`src/rtl/wb_pipe_regs.sv`:
```
// EX/MEM and MEM/WB pipeline registers with register-file write port and load-use hazard detection.
// Optional load-use stall statistics counter enabled by defining WB_PIPE_STALL_STATS_EN.
module wb_pipe_regs #(
    parameter int DATA_W = 16,
    parameter int REG_W  = 4
) (
    input  logic              clk,
    input  logic              rst,
    input  logic              ex_valid,
    input  logic [REG_W-1:0]  ex_wr,
    input  logic              ex_wb,
    input  logic              ex_memrd,
    input  logic [DATA_W-1:0] ex_result,
    input  logic [DATA_W-1:0] mem_rdata,
    input  logic              mem_stall,
    input  logic              flush,
    input  logic [REG_W-1:0]  id_r1,
    input  logic [REG_W-1:0]  id_r2,
    output logic [REG_W-1:0]  EX_MEM_wr,
    output logic              EX_MEM_wb,
    output logic [DATA_W-1:0] EX_MEM_result,
    output logic [REG_W-1:0]  MEM_WB_wr,
    output logic              MEM_WB_wb,
    output logic [DATA_W-1:0] MEM_WB_data,
    output logic              rf_we,
    output logic [REG_W-1:0]  rf_wa,
    output logic [DATA_W-1:0] rf_wd,
    output logic              load_use_stall,
    output logic [15:0]       stall_count
);

    logic EX_MEM_memrd;

    // NOTE: all pipeline state uses non-blocking assignments so every stage samples pre-edge values.
    always_ff @(posedge clk) begin
        if (rst) begin
            EX_MEM_wr     <= '0;
            EX_MEM_wb     <= 1'b0;
            EX_MEM_memrd  <= 1'b0;
            EX_MEM_result <= '0;
        end else if (!mem_stall) begin
            if (flush || !ex_valid) begin
                EX_MEM_wr     <= '0;
                EX_MEM_wb     <= 1'b0;
                EX_MEM_memrd  <= 1'b0;
                EX_MEM_result <= '0;
            end else begin
                EX_MEM_wr     <= ex_wr;
                EX_MEM_wb     <= ex_wb && (ex_wr != '0);  // r0 is hardwired zero
                EX_MEM_memrd  <= ex_memrd;
                EX_MEM_result <= ex_result;
            end
        end
    end

    always_ff @(posedge clk) begin
        if (rst) begin
            MEM_WB_wr   <= '0;
            MEM_WB_wb   <= 1'b0;
            MEM_WB_data <= '0;
        end else if (!mem_stall) begin
            MEM_WB_wr   <= EX_MEM_wr;
            MEM_WB_wb   <= EX_MEM_wb;
            MEM_WB_data <= EX_MEM_memrd ? mem_rdata : EX_MEM_result;
        end
    end

    // A held MEM/WB entry must write only once, on the cycle the memory releases.
    assign rf_we = MEM_WB_wb && !mem_stall;
    assign rf_wa = MEM_WB_wr;
    assign rf_wd = MEM_WB_data;

    assign load_use_stall = EX_MEM_memrd && EX_MEM_wb && (EX_MEM_wr != '0) &&
                            ((EX_MEM_wr == id_r1) || (EX_MEM_wr == id_r2));

`ifdef WB_PIPE_STALL_STATS_EN
    always_ff @(posedge clk) begin
        if (rst) begin
            stall_count <= '0;
        end else if (load_use_stall && !mem_stall && (stall_count != 16'hFFFF)) begin
            stall_count <= stall_count + 16'd1;
        end
    end
`else
    assign stall_count = 16'h0000;
`endif

endmodule

```
`config.mk`:
```
export PLATFORM = sky130hd
export DESIGN_NAME = wb_pipe_regs
export DESIGN_NICKNAME = d
export VERILOG_FILES = /design/src/rtl/wb_pipe_regs.sv
export SDC_FILE = /design/constraint.sdc
export NUM_CORES = 1
export LEC_CHECK = 0
export ABC_AREA = 1
export CORE_UTILIZATION = 35
export DETAILED_ROUTE_END_ITERATION = 8
export PLACE_DENSITY = 0.78
export SLEW_MARGIN = 15
export SYNTH_ARGS = -nofsm -noshare
export SYNTH_HDL_FRONTEND = slang
export SYNTH_SLANG_ARGS = --single-unit
```
`constraint.sdc`:
```
create_clock -name clk -period 0.95 [get_ports clk]
set_input_delay 0.095 -clock clk [delete_from_list [all_inputs] [get_ports clk]]
set_output_delay 0.095 -clock clk [all_outputs]
set_load 0.02 [all_outputs]
```
==> impl_metrics.csv <==
group,metric,value,unit
yosys,synthTopCellsByArea,"dfxtp_1 37%, buf_4 13%, nand2_1 10%",
die,die_y,83.7,um
clock_tree,root_buffer,"clkbuf_8",
die,die_w,83.7,um
placement,portBuffers,114,
setup_path,path_class,"reg2out",
pwr,p_per_area,1260,nW/um2
cells_and_area,fin_cells,538,
yosys,yosys_warnings,0,
placement,gpl.final_weighted_congestion,0.800,
detailed_routing,drt_pass1_iterations,4,
global_routing,grt_max_degree,35,
clock_tree,hold_buffers,0,
pwr,leakagePower,1.77,nW
yosys,synth_top_area_cell,"dfxtp_1",
clock_tree,cts_made_buffers,5,
clock_tree,cts.htree.levels,2,
setup_path,critPathArrivalTime,1300,ps
sta,drv_slew,0,
global_routing,grt-ovfl-total,0,
yosys,synth-seq-cells,43,
cells_and_area,diodes,0,
hold_path,hold_class,"in2reg",
sta,hold_violations,0,
detailed_routing,num_vias,2442,
pwr,power,4.48,mW
sta,fin_crit,1390,ps
pwr,ir_worst_vdd,0.726,mV
sta,rsz0062_at_grt,"true",
sta,post-route-period-util,1.47,
yosys,syn_area_per_cell,6.85,um2
yosys,yosysSeqAreaShare,0.369,
global_routing,grt_pass1_vias,2298,
detailed_routing,via_per_inst,4.54,
placement,dp.cells,523,
sta,setup_viol,19,
cells_and_area,nets,511,
clock_tree,clkLatencyLatePin,300,ps
cells_and_area,syn_to_final_growth,52.4,%
sta,fin_skew,7.52,ps
cells_and_area,drive_above_1_share,0.312,
setup_path,cp-end-kind,"primary output",
clock_tree,cts.sink_count,43,
yosys,synth_top_area_frac,0.369,
setup_path,cp_max_fo,5,
status,outcome,"finished, violations left",
clock_tree,clk_pin_slew,80,ps
yosys,postSynthCellCount,341,
yosys,synthesis.area,2340,um2
global_routing,track_usage,0.189,
clock_tree,cts_tree,"built",
detailed_routing,wl_per_cell,12.6,um
detailed_routing,drc_errors,0,
detailed_routing,drt-initial-drc-count,67,
clock_tree,clk_path_buf_depth,2,
die,num_rows,29,
detailed_routing,antenna_left,0,
cells_and_area,postLayoutCoreUtil,0.557,
job,cap_violations,0,
die,die_area,7000,um2
die,core_area,6390,um2
global_routing,antenna_found_initial,0,
setup_path,rrSetupSlack,-90,ps
sta,layout_setup_ws,-442,ps
sta,setup-tns-final,-1700,ps
setup_path,cp.required,850,ps
die,io_pins,131,
sta,max_clock_freq,718,MHz
die,start_util,0.366,
placement,dp_hpwl,4.59,mm
status,failed_checks,"setup timing",
setup_path,cp-start-kind,"register",
global_routing,grt_pass1_wl,10.7,mm
placement,place_ws,-798,ps
yosys,synth_cell_type_count,17,
detailed_routing,finalWirelength,6.79,mm
synth_stat cells:
cell type and instances:
dfxtp_1 43, nand3_1 2, inv_1 43, nor2_4 1, o21ai_0 34, buf_6 10, nand2_1 64, o21ai_1 25
a21oi_2 1, buf_4 39, buf_2 6, inv_2 4, nor2_1 39, a21oi_1 27, nand4_1 1, inv_4 1
conb_1 1
layer usage:
layer	track usage	vias up	part of all wire
met5	0	-	0
met3	0.0524	8	0.067
met1	0.221	1095	0.43
met2	0.333	94	0.49
li1	-	1245	-
met4	0.0586	0	0.014
cell families after synthesis:
kind of cell           after synthesis  synth area share
and+or+nand+nor                    107             0.177
buffers and inverters              103             0.265
AOI/OAI and AO/OA                   87             0.188
DFF                                 43             0.369
other                                1           0.00161
critical path, stage by stage, from the launching register on:
cell and delay [ps]:
dfxtp_4 380, inv_2 60, nand2_1 60, nand2_1 50, nor2_1 100, nand2_1 100, a21oi_4 130, buf_6 130
flip-flops by register name, indices dropped and copies added (netlist names):
signal / cells
EX_MEM_wr: 4
MEM_WB_wb: 1
MEM_WB_data: 16
EX_MEM_memrd: 1
MEM_WB_wr: 4
EX_MEM_result: 16
EX_MEM_wb: 1
cell type report:
cell class	instances	area, um2
Fill cell	629	2830
Multi-Input combinational cell	210	963
Sequential cell	43	893
Inverter	48	185
Timing Repair Buffer	151	1340
Timing Repair inverter	1	5.00
Clock buffer	7	76.3
Clock inverter	1	5.00
Tap cell	77	96.3
worst paths after layout:
kind | to | startpoint | cells after the start
max | load_use_stall | EX_MEM_wr[3] | 7
min | EX_MEM_memrd | ex_memrd | 3
max reg2reg | MEM_WB_data[4] | EX_MEM_memrd | 6
min reg2reg | MEM_WB_wr[0] | MEM_WB_wr[0] | 2
stage by stage:
step                instance area (um2)  hold slack [ps]
floorplan                          2410              225
global placement                   3500              553
detailed placement                 3500              551
CTS                                3380              342
global route                       3560              353
finish                             3560              348
power breakdown:
part	total, mW	switching [mW]	internal [mW]
logic	1.35	0.705	0.641
registers	2.01	0.0893	1.92
clock network	1.13	0.610	0.516
total	4.48	1.40	3.07
cell usage in the layout, fill, tap and decap left out:
cell / synthesis / final
buf_4: 39 / 65
nand2_1: 64 / 57
clkdlybuf4s50_1: 0 / 48
inv_1: 43 / 41
nor2_1: 39 / 36
o21ai_1: 25 / 31
dfxtp_1: 43 / 27
a21oi_1: 27 / 27
o21ai_0: 34 / 26
buf_2: 6 / 21
conb_1: 1 / 16
dfxtp_2: 0 / 11
nand2_2: 0 / 7
buf_6: 10 / 7
inv_2: 4 / 6
dfxtp_4: 0 / 5
clkbuf_8: 0 / 5
buf_12: 0 / 5
nor2_4: 1 / 3
nand3_1: 2 / 2
o21ai_2: 0 / 2
clkbuf_1: 0 / 2
clkinv_2: 0 / 2
dlygate4sd2_1: 0 / 2
nor2_2: 0 / 1
nand4_1: 1 / 1
a21oi_4: 0 / 1
clkinv_4: 0 / 1
buf_16: 0 / 1
clkbuf_16: 0 / 1
dlymetal6s2s_1: 0 / 1
repair_timing:
item                       in CTS  in global routing
pin swaps                       2                  5
setup endpoints to repair     106                 77
resized for setup             286                 60
gates cloned                    1                  2
buffers inserted                1                  3
(Power assumes the default switching activity.)
